[config.mk]
export PLATFORM = sky130hd
export DESIGN_NAME = mem_ctrl_flat
export DESIGN_NICKNAME = d
export VERILOG_FILES = /design/src/rtl/mem_ctrl_if.sv /design/src/rtl/mem_ctrl.sv /design/src/flat_wrapper.sv
export SDC_FILE = /design/constraint.sdc
export NUM_CORES = 1
export LEC_CHECK = 0
export CAP_MARGIN = 25
export CORE_UTILIZATION = 47
export DETAILED_ROUTE_END_ITERATION = 8
export GPL_TIMING_DRIVEN = 0
export PLACE_DENSITY = 0.86
export SLEW_MARGIN = 30
export SYNTH_ARGS = -nofsm -noshare
export SYNTH_HDL_FRONTEND = slang
export SYNTH_SLANG_ARGS = --single-unit
[constraint.sdc]
create_clock -name clk_in -period 6.4 [get_ports clk_in]
set_clock_uncertainty 0.05 [all_clocks]
set_input_delay 0.96 -clock clk_in [delete_from_list [all_inputs] [get_ports clk_in]]
set_output_delay 0.96 -clock clk_in [all_outputs]
set_load 0.02 [all_outputs]
[src/rtl/mem_ctrl_if.sv]
// Client and RAM bus bundle for mem_ctrl.
// Handshake: a client raises query_en with stable query fields and holds them
// until it sees its reply_en. reply_en is a single-cycle pulse that completes
// exactly one request, and the client may drop query_en in that cycle. RAM
// side: mem_a/mem_wr/mem_dout are registered by the controller, and mem_din
// carries the byte for the address presented one edge earlier.
interface mem_ctrl_if;
  logic        lsb_query_en;
  logic        lsb_query_type;
  logic [31:0] lsb_query_addr;
  logic [1:0]  lsb_data_width;
  logic [31:0] lsb_query_data;
  logic        lsb_reply_en;
  logic [31:0] lsb_reply_data;
  logic        if_query_en;
  logic [31:0] if_query_addr;
  logic        if_reply_en;
  logic [31:0] if_reply_data;
  logic [7:0]  mem_din;
  logic [7:0]  mem_dout;
  logic [31:0] mem_a;
  logic        mem_wr;

  // Client and RAM side
  modport master (
    output lsb_query_en, lsb_query_type, lsb_query_addr, lsb_data_width, lsb_query_data,
    input  lsb_reply_en, lsb_reply_data,
    output if_query_en, if_query_addr,
    input  if_reply_en, if_reply_data,
    output mem_din,
    input  mem_dout, mem_a, mem_wr
  );

  // Controller side
  modport slave (
    input  lsb_query_en, lsb_query_type, lsb_query_addr, lsb_data_width, lsb_query_data,
    output lsb_reply_en, lsb_reply_data,
    input  if_query_en, if_query_addr,
    output if_reply_en, if_reply_data,
    input  mem_din,
    output mem_dout, mem_a, mem_wr
  );
endinterface

[src/rtl/mem_ctrl.sv]
// Byte-serial memory controller: turns LSB and fetch word requests into
// 1/2/4 byte RAM accesses and returns one reply pulse per request.
module mem_ctrl (
  input  logic       clk_in,
  input  logic       rst_in,
  input  logic       rdy_in,
  input  logic       flush_signal,
  input  logic       io_buffer_full,
  mem_ctrl_if.slave  bus,
  output logic [1:0] state_dbg
);
  localparam logic [31:0] IO_BASE = 32'h00030000;

  typedef enum logic [1:0] {IDLE = 2'd0, READ = 2'd1, WRITE = 2'd2, DONE = 2'd3} state_t;

  state_t      state_q, state_d;
  logic        client_q, client_d;   // 1 = fetch, 0 = LSB
  logic [31:0] base_q, base_d;
  logic [2:0]  n_q, n_d;
  logic [2:0]  step_q, step_d;       // edges since accept
  logic [31:0] data_q, data_d;
  logic        flushed_q, flushed_d;
  logic [31:0] mem_a_q, mem_a_d;
  logic [7:0]  dout_q, dout_d;
  logic        wr_q, wr_d;
  logic        lsb_en_q, lsb_en_d;
  logic [31:0] lsb_data_q, lsb_data_d;
  logic        if_en_q, if_en_d;
  logic [31:0] if_data_q, if_data_d;

  logic        lsb_io, lsb_ok, take_lsb, take_if;
  logic [2:0]  lsb_n;
  logic [1:0]  cap_idx;

  // An IO write waits while the UART buffer is full; fetch may overtake it.
  // In DONE only the other client may be accepted, so the client being
  // replied to (still holding query_en) is never served twice.
  always_comb begin
    lsb_io   = bus.lsb_query_type && (bus.lsb_query_addr[17:16] == IO_BASE[17:16]);
    lsb_ok   = bus.lsb_query_en && !(lsb_io && io_buffer_full);
    take_lsb = lsb_ok && ((state_q == IDLE) || ((state_q == DONE) && client_q));
    take_if  = bus.if_query_en && ((state_q == IDLE) || ((state_q == DONE) && !client_q));
    case (bus.lsb_data_width)
      2'd0:    lsb_n = 3'd1;
      2'd1:    lsb_n = 3'd2;
      default: lsb_n = 3'd4;
    endcase
    // byte captured at step s belongs to address issued at step s-2
    cap_idx = step_q[1:0] - 2'd2;
  end

  // Next-state and registered-output logic
  always_comb begin
    state_d    = state_q;
    client_d   = client_q;
    base_d     = base_q;
    n_d        = n_q;
    step_d     = step_q;
    data_d     = data_q;
    flushed_d  = flushed_q;
    mem_a_d    = mem_a_q;
    dout_d     = dout_q;
    wr_d       = 1'b0;
    lsb_en_d   = 1'b0;
    lsb_data_d = lsb_data_q;
    if_en_d    = 1'b0;
    if_data_d  = if_data_q;
    case (state_q)
      IDLE, DONE: begin
        state_d = IDLE;
        if (!flush_signal && (take_lsb || take_if)) begin
          flushed_d = 1'b0;
          step_d    = 3'd1;
          client_d  = !take_lsb;
          if (take_lsb) begin
            base_d  = bus.lsb_query_addr;
            n_d     = lsb_n;
            mem_a_d = bus.lsb_query_addr;
            if (bus.lsb_query_type) begin
              data_d  = bus.lsb_query_data;
              state_d = WRITE;
              wr_d    = 1'b1;
              dout_d  = bus.lsb_query_data[7:0];
            end else begin
              data_d  = 32'h0;
              state_d = READ;
            end
          end else begin
            base_d  = bus.if_query_addr;
            n_d     = 3'd4;
            data_d  = 32'h0;
            mem_a_d = bus.if_query_addr;
            state_d = READ;
          end
        end
      end
      READ: begin
        if (flush_signal) begin
          state_d = IDLE;
        end else begin
          if (step_q < n_q) mem_a_d = base_q + {29'd0, step_q};
          if (step_q >= 3'd2) data_d[{cap_idx, 3'b000} +: 8] = bus.mem_din;
          step_d = step_q + 3'd1;
          if (step_q == n_q + 3'd1) begin
            state_d = DONE;
            if (client_q) begin
              if_en_d   = 1'b1;
              if_data_d = data_d;
            end else begin
              lsb_en_d   = 1'b1;
              lsb_data_d = data_d;
            end
          end
        end
      end
      WRITE: begin
        // a write always finishes; flush only cancels its reply
        if (flush_signal) flushed_d = 1'b1;
        if (step_q < n_q) begin
          wr_d    = 1'b1;
          mem_a_d = base_q + {29'd0, step_q};
          dout_d  = data_q[{step_q[1:0], 3'b000} +: 8];
          step_d  = step_q + 3'd1;
        end else begin
          state_d = DONE;
          if (!(flushed_q || flush_signal)) begin
            lsb_en_d   = 1'b1;
            lsb_data_d = 32'h0;
          end
        end
      end
      default: state_d = IDLE;
    endcase
  end

  // State register; rdy_in low freezes everything
  always_ff @(posedge clk_in or negedge rst_in) begin
    if (!rst_in) begin
      state_q    <= IDLE;
      client_q   <= 1'b0;
      base_q     <= 32'h0;
      n_q        <= 3'd0;
      step_q     <= 3'd0;
      data_q     <= 32'h0;
      flushed_q  <= 1'b0;
      mem_a_q    <= 32'h0;
      dout_q     <= 8'h0;
      wr_q       <= 1'b0;
      lsb_en_q   <= 1'b0;
      lsb_data_q <= 32'h0;
      if_en_q    <= 1'b0;
      if_data_q  <= 32'h0;
    end else if (rdy_in) begin
      state_q    <= state_d;
      client_q   <= client_d;
      base_q     <= base_d;
      n_q        <= n_d;
      step_q     <= step_d;
      data_q     <= data_d;
      flushed_q  <= flushed_d;
      mem_a_q    <= mem_a_d;
      dout_q     <= dout_d;
      wr_q       <= wr_d;
      lsb_en_q   <= lsb_en_d;
      lsb_data_q <= lsb_data_d;
      if_en_q    <= if_en_d;
      if_data_q  <= if_data_d;
    end
  end

  // A flush arriving in the DONE cycle suppresses the pulse already raised
  assign bus.lsb_reply_en   = lsb_en_q && !flush_signal;
  assign bus.lsb_reply_data = lsb_data_q;
  assign bus.if_reply_en    = if_en_q && !flush_signal;
  assign bus.if_reply_data  = if_data_q;
  assign bus.mem_a          = mem_a_q;
  assign bus.mem_dout       = dout_q;
  assign bus.mem_wr         = wr_q;
  assign state_dbg          = state_q;
endmodule

[src/flat_wrapper.sv]
// flat-port wrapper written by rule: the top's interface ports become plain ports
module mem_ctrl_flat 
  (clk_in, rst_in, rdy_in, flush_signal, io_buffer_full, state_dbg, bus_lsb_query_en, bus_lsb_query_type, bus_lsb_query_addr, bus_lsb_data_width, bus_lsb_query_data, bus_lsb_reply_en, bus_lsb_reply_data, bus_if_query_en, bus_if_query_addr, bus_if_reply_en, bus_if_reply_data, bus_mem_din, bus_mem_dout, bus_mem_a, bus_mem_wr);
  mem_ctrl_if bus_i ();
  input  logic clk_in;
  input  logic rst_in;
  input  logic rdy_in;
  input  logic flush_signal;
  input  logic io_buffer_full;
  output logic [1:0] state_dbg;
  input wire logic [$bits(bus_i.lsb_query_en)-1:0] bus_lsb_query_en;
  input wire logic [$bits(bus_i.lsb_query_type)-1:0] bus_lsb_query_type;
  input wire logic [$bits(bus_i.lsb_query_addr)-1:0] bus_lsb_query_addr;
  input wire logic [$bits(bus_i.lsb_data_width)-1:0] bus_lsb_data_width;
  input wire logic [$bits(bus_i.lsb_query_data)-1:0] bus_lsb_query_data;
  output wire logic [$bits(bus_i.lsb_reply_en)-1:0] bus_lsb_reply_en;
  output wire logic [$bits(bus_i.lsb_reply_data)-1:0] bus_lsb_reply_data;
  input wire logic [$bits(bus_i.if_query_en)-1:0] bus_if_query_en;
  input wire logic [$bits(bus_i.if_query_addr)-1:0] bus_if_query_addr;
  output wire logic [$bits(bus_i.if_reply_en)-1:0] bus_if_reply_en;
  output wire logic [$bits(bus_i.if_reply_data)-1:0] bus_if_reply_data;
  input wire logic [$bits(bus_i.mem_din)-1:0] bus_mem_din;
  output wire logic [$bits(bus_i.mem_dout)-1:0] bus_mem_dout;
  output wire logic [$bits(bus_i.mem_a)-1:0] bus_mem_a;
  output wire logic [$bits(bus_i.mem_wr)-1:0] bus_mem_wr;
  assign bus_i.lsb_query_en = bus_lsb_query_en;
  assign bus_i.lsb_query_type = bus_lsb_query_type;
  assign bus_i.lsb_query_addr = bus_lsb_query_addr;
  assign bus_i.lsb_data_width = bus_lsb_data_width;
  assign bus_i.lsb_query_data = bus_lsb_query_data;
  assign bus_lsb_reply_en = bus_i.lsb_reply_en;
  assign bus_lsb_reply_data = bus_i.lsb_reply_data;
  assign bus_i.if_query_en = bus_if_query_en;
  assign bus_i.if_query_addr = bus_if_query_addr;
  assign bus_if_reply_en = bus_i.if_reply_en;
  assign bus_if_reply_data = bus_i.if_reply_data;
  assign bus_i.mem_din = bus_mem_din;
  assign bus_mem_dout = bus_i.mem_dout;
  assign bus_mem_a = bus_i.mem_a;
  assign bus_mem_wr = bus_i.mem_wr;
  mem_ctrl u_core (.clk_in(clk_in), .rst_in(rst_in), .rdy_in(rdy_in), .flush_signal(flush_signal), .io_buffer_full(io_buffer_full), .bus(bus_i), .state_dbg(state_dbg));
endmodule
## Word level (Yosys, flattened, before mapping)

Index checks and enable logic that the tools add are counted.

| storage, ports and cells | value |
|---|---|
| flip-flop bits (word level) | 181 |
| output and inout bits | 109 |

| cells by class | value |
|---|---|
| bitwise gates (word level) | 1 |
| muxes and demuxes | 54 |
| add/subtract/negate cells | 5 |
| reduce and logical (&&, ||, !) cells | 33 |
| shift operators | 3 |
| equal/unequal tests | 17 |
| $lt $le $gt $ge | 2 |

Operator list:

| kind | number |
|---|---|
| $mux W32 | 14 |
| $pmux W32 S2 | 2 |
| $pmux W32 S3 | 1 |
| $add A32 B3 Y32 | 1 |
| $bwmux W32 | 1 |
| $mux W8 | 4 |
| $shift A8 B7 Y32 const A | 1 |
| $shiftx A32 B6 Y8 | 1 |
| $shiftx A8 B7 Y32 | 1 |
| $pmux W8 S2 | 1 |
| $mux W1 | 15 |
| $mux W2 | 6 |
| $mux W3 | 4 |
| $ne A2 B2 Y1 const B | 6 |
| $reduce_and A4 Y1 | 3 |
| $logic_and A1 B1 Y1 | 10 |
| $pmux W3 S3 | 1 |
| $reduce_and A3 Y1 | 3 |
| $ne A2 B1 Y1 const B | 4 |
| $neg A5 Y7 | 1 |
| $reduce_and A7 Y1 | 1 |
| $add A3 B1 Y3 const B | 2 |
| $eq A2 B2 Y1 const B | 3 |
| $pmux W1 S2 | 3 |
| other kinds (16) | 26 |

## Depth between registers and ports, before layout

| depth | value |
|---|---|
| depth in word-level cells | 10 |
| depth in mapped cells | 11 |
| gate-level depth less buffers | 9 |

## Worst setup path before layout

No wires, ideal clock.

| timing | value |
|---|---|
| path type | flip-flop to flip-flop |
| start point | register u_core.step_q[1] |
| end point | register u_core.mem_a_q[26], in the netlist u_core.bus.mem_a[26] |
| cell stages (with the launch flop) | 10 |
| arrival time | 2.647 ns |
| setup slack | 3.637 ns |
| library setup time | 0.066 ns |
| buffers on the path | 1 |
| path through | dfrtp_1 > buf_1 > inv_1 > fa_1 > nand2b_1 > a21oi_2 > nand3_4 > or4_1 > nand3_1 > a22o_1 |

| between the ends | value |
|---|---|
| word-level cells in the longest chain between the ends | 4 |
| elaborated cells between the ends (all ways) | 5 |
| classes of those cells | add/sub (1); order compare (1); mux (3) |

Ends and longest elaborated chain:

| what | RTL line | RTL |
|---|---|---|
| start: declaration | mem_ctrl.sv:20 | `logic [2:0] step_q, step_d;` |
| start signal: assignment | mem_ctrl.sv:158 | `step_q <= step_d;` |
| $add A32 B3 Y32 / $lt A3 B3 Y1 (equally long branches) | mem_ctrl.sv:101, mem_ctrl.sv:121, mem_ctrl.sv:119 |  |
| $mux W32 (*) | mem_ctrl.sv:101, mem_ctrl.sv:119 |  |
| $mux W32 | mem_ctrl.sv:98 | `if (flush_signal) begin` |
| $pmux W32 S3 (*) | mem_ctrl.sv:68 | `case (state_q)` |
| end signal: assignment | mem_ctrl.sv:161 | `mem_a_q <= mem_a_d;` |
| end: declaration | mem_ctrl.sv:23 | `logic [31:0] mem_a_q, mem_a_d;` |

Every way passes the cells marked *; elsewhere a longest branch is shown, timed or not. The select of a mux whose other input is x is not followed.
A chain may end at the register's enable or synchronous reset.

## Final worst setup path

| timing | value |
|---|---|
| start point | register u_core.step_q[1] |
| end point | register u_core.data_q[13] |

| between the ends | value |
|---|---|
| word-level cells in the longest chain between the ends | 7 |
| elaborated cells between the ends (all ways) | 9 |
| classes of those cells | add/sub (2); order compare (1); shift (2); mux (4) |

Ends and longest elaborated chain:

| what | RTL line | RTL |
|---|---|---|
| $sub A2 B2 Y2 | mem_ctrl.sv:49 | `cap_idx = step_q[1:0] - 2'd2;` |
| $neg A5 Y7 | mem_ctrl.sv:102 | `if (step_q >= 3'd2) data_d[{cap_idx, 3'b000} +: 8] = bus.mem_din;` |
| $shiftx A8 B7 Y32 / $shift A8 B7 Y32 (equally long branches) | mem_ctrl.sv:102 |  |
| $bwmux W32 | mem_ctrl.sv:102 |  |
| $mux W32 (*) | mem_ctrl.sv:102 |  |
| $mux W32 (*) | mem_ctrl.sv:98 |  |
| $pmux W32 S2 (*) | mem_ctrl.sv:68 |  |
| end signal: assignment | mem_ctrl.sv:159 | `data_q <= data_d;` |
| end: declaration | mem_ctrl.sv:21 | `logic [31:0] data_q, data_d;` |

Marked as above.

==> results by group <==
Status
  – Status: finished, final reports clean

Cells and area
  – Final Instance Area: 0.0127 mm2
  – Synthesis-to-layout area growth: 33.4%
  – Filler cells: about 1600
  – Layout cells sized above 1: 0.0817
  – Non-filler cells, final: between 1500 and 2000
  – Layout Nets: 1417

Floorplan
  – Ports: around 220
  – Die Span Y: 144 um
  – Core area: 0.0197 mm2
  – Die X: 144 um
  – Starting density of the core: 0.485
  – Die Area: 0.0209 mm2
  – Row Count: just over 50

STA
  – Setup violators final: 0
  – Final worst path period need: 3490 ps
  – Fmax: 287 MHz
  – Worst slew pin tran: between 900 and 1000 ps
  – Slew headroom: 0.333
  – Final Max Tran Viols: 0
  – Post-route clock period utilization: 0.545
  – Final Hold Vio Count: 0
  – RSZ-0062 raised after global routing: no

Hold path
  – HP Class: input pin to async pin

Synth
  – Post-synth net total: 1174
  – Cell area after synthesis: 0.00954 mm2
  – Main flop type after synthesis: dfrtp_1
  – Sequential area share after synthesis: 0.475
  – Count of cell types in the netlist: 61
  – Share of flip-flops with an asynchronous set or reset: 1.00
  – #FFs+latches synth: ~180
  – Syn. warnings: 0
  – Post-synthesis cell count: 1042
  – Number of flops mapped to enable cells by yosys: 0
  – Avg Inst Size Synth: roughly 9.2 um2

Place
  – Dpl hpwl: 23200 um
  – Placed standard-cell area: about 0.012 mm2
  – Gpl congestion: a little under 1
  – I/O Buffers: 222
  – Placed insts: about 1500

Drt
  – WL final: between 30000 and 40000 um
  – Via count: 8974
  – Initial DRC Count: 721
  – Vias per cell: 5.74
  – Drt pass-1 iters: 5
  – Routed Antenna Nets: 0
  – Routed wire per std cell: between 15 and 20 um
  – DRC Markers: 0

Power
  – Power per cell area: 478 mW/mm2
  – Maximum VDD drop: 0.300 mV
  – Pleak: 5.51 nW
  – Power, Total: 6.09 mW

Job
  – MaxCap Viol Count: 0

Clock tree
  – Clk slew on worst S/H paths: 70 ps
  – Gates resized, CTS repair: 0
  – CTS Buffer Depth: 2
  – TritonCTS Buffers: 17
  – Post-CTS Setup Inserts: 0
  – Clock Latency Late Sink: 440 ps
  – H-tree Lvls: 4
  – CTS sink cnt: 181
  – Cts-stage hold buffer count: 0
  – CTS tree: yes
  – CTS root buf: clkbuf_16

Global route
  – Grt ovf: 0
  – Antenna violations before repair: 1
  – First-pass GRT wire length: between 40000 and 50000 um
  – Largest net degree at the start of global routing: 82
  – Vias in the first global route: between 8000 and 9000
  – Gr usage total: 0.308

Setup path
  – Setup CP Type: register to register
  – Critical path peak fanout: 10
  – Critical path endpoint category: register
  – Worst setup SP type: register
  – CP arrival: 3780 ps
  – Required @ worst endpoint: 6700 ps
layout by cell type (no fill, tap or decap), types with 3 or more instances in the layout:
cell type | Yosys | final
clkdlybuf4s50_1 | 0 | 221
mux2_2 | 13 | 13
o22ai_1 | 9 | 9
nor3_1 | 8 | 8
nand2_1 | 296 | 296
dfrtp_1 | 181 | 181
inv_8 | 0 | 4
nand4_1 | 8 | 8
mux2_1 | 30 | 30
buf_2 | 22 | 22
buf_6 | 3 | 3
xnor2_1 | 16 | 16
a22o_1 | 5 | 5
mux4_2 | 8 | 8
a21o_1 | 7 | 7
nor2_1 | 32 | 32
nand3_1 | 16 | 16
xor2_1 | 13 | 13
mux2i_1 | 32 | 32
buf_4 | 5 | 5
nor2b_1 | 3 | 3
o221ai_1 | 4 | 4
clkbuf_16 | 0 | 17
inv_6 | 0 | 4
ha_1 | 17 | 17
clkinv_4 | 0 | 3
o21ai_0 | 100 | 100
a31oi_1 | 3 | 3
inv_1 | 20 | 20
and3_1 | 11 | 11
a21oi_1 | 25 | 25
nor3_2 | 4 | 4
buf_1 | 8 | 8
a22oi_1 | 32 | 32
clkbuf_1 | 28 | 28
o21ai_1 | 48 | 48
where the power goes:
group / internal [mW] / total [mW] / switching [mW]
Sequential: 1.60 / 1.99 / 0.387
Combinational: 1.23 / 3.08 / 1.84
Clock: 0.516 / 1.02 / 0.506
synthesized netlist by cell type, types with 4 or more instances:
master,instances,area share
dfrtp_1,181,0.47
and3_1,11,0.0072
ha_1,17,0.022
buf_2,22,0.012
nand4_1,8,0.0052
nand2_1,296,0.12
a22o_1,5,0.0046
mux2_2,13,0.015
buf_4,5,0.0039
clkbuf_1,28,0.011
mux2_1,30,0.035
mux4_2,8,0.019
o21ai_0,100,0.052
buf_1,8,0.0031
xnor2_1,16,0.015
a22oi_1,32,0.025
inv_1,20,0.0079
a21oi_1,25,0.013
nor3_1,8,0.0042
o22ai_1,9,0.0059
nand3_1,16,0.0084
o221ai_1,4,0.0037
a21o_1,7,0.0055
nor2_1,32,0.013
xor2_1,13,0.012
o21ai_1,48,0.025
mux2i_1,32,0.034
nor3_2,4,0.0042
sequential cells by signal, summed over array words and instances, names as in the netlist:
signal,flops
u_core.base_q,32
u_core.bus.if_reply_data,32
u_core.bus.lsb_reply_data,32
u_core.bus.mem_a,32
u_core.data_q,32
u_core.bus.mem_dout,8
u_core.n_q,3
u_core.step_q,3
u_core.state_dbg,2
u_core.bus.mem_wr,1
u_core.client_q,1
u_core.flushed_q,1
u_core.if_en_q,1
u_core.lsb_en_q,1
metrics by stage:
| stage | hold WS, ps | utilization | TNS (ps) | setup WS [ps] |
|---|---|---|---|---|
| after floorplan | 400 | - | 0 | 3640 |
| after global placement | 412 | 0.615 | -549390 | -3060 |
| after detailed placement | 415 | 0.618 | 0 | 2960 |
| after CTS | 290 | 0.647 | 0 | 2990 |
| after global routing | 289 | 0.648 | 0 | 2710 |
| final | 292 | 0.648 | 0 | 2910 |
final timing paths:
| path | to | start | cells past startpoint | slack, ps |
|---|---|---|---|---|
| setup reg to reg | u_core.data_q[13] | u_core.step_q[1] | 8 | 2910 |
| hold / removal | u_core.bus.if_reply_data[13] | rst_in | 1 | 290 |
| max in group asynchronous | u_core.bus.mem_a[28] | rst_in | 3 | 4930 |
| min in group clk_in | u_core.bus.mem_a[29] | u_core.bus.mem_a[29] | 1 | 430 |
| hold reg to reg | u_core.bus.mem_a[29] | u_core.bus.mem_a[29] | 1 | 430 |
| setup / recovery | u_core.data_q[13] | u_core.step_q[1] | 8 | 2910 |
critical path, stage by stage, from the launching register on:
cell and delay, ps:
dfrtp_1 560, buf_1 460, inv_1 200, ha_1 380, nor3_1 780, nand2_1 120
o21ai_0 460, a22oi_1 170, o21ai_0 210
cell type report:
class                      count  area [um2]  share of cell area
antenna                        1        2.50            0.000197
buffer                        66         317              0.0249
clock buffer                  17         425              0.0334
clock inverter                15         140              0.0110
inverter                      21        78.8             0.00619
multi-input combinational    774        4620               0.363
sequential                   181        4530               0.356
tap                          265         332              0.0260
timing repair buffer         224        2280               0.179
cells by family after synthesis:
| group | after synthesis | share of synthesized area |
|---|---|---|
| XOR/XNOR | 29 | 0.0266 |
| AO/OA/AOI/OAI | 251 | 0.156 |
| flip-flops | 181 | 0.475 |
| adder cells (fa/ha/maj) | 18 | 0.0244 |
| multiplexers | 83 | 0.103 |
| buffers and inverters | 87 | 0.0414 |
| AND/OR/NAND/NOR | 393 | 0.174 |
metal layers:
layer | global-route usage | share of wire | vias up
met1 | 0.388 | 0.40 | 4331
met4 | 0.134 | 0.035 | 0
met5 | 0 | 0 | -
met2 | 0.515 | 0.48 | 466
li1 | - | - | 4093
met3 | 0.0583 | 0.080 | 84
(Power assumes the default switching activity.)
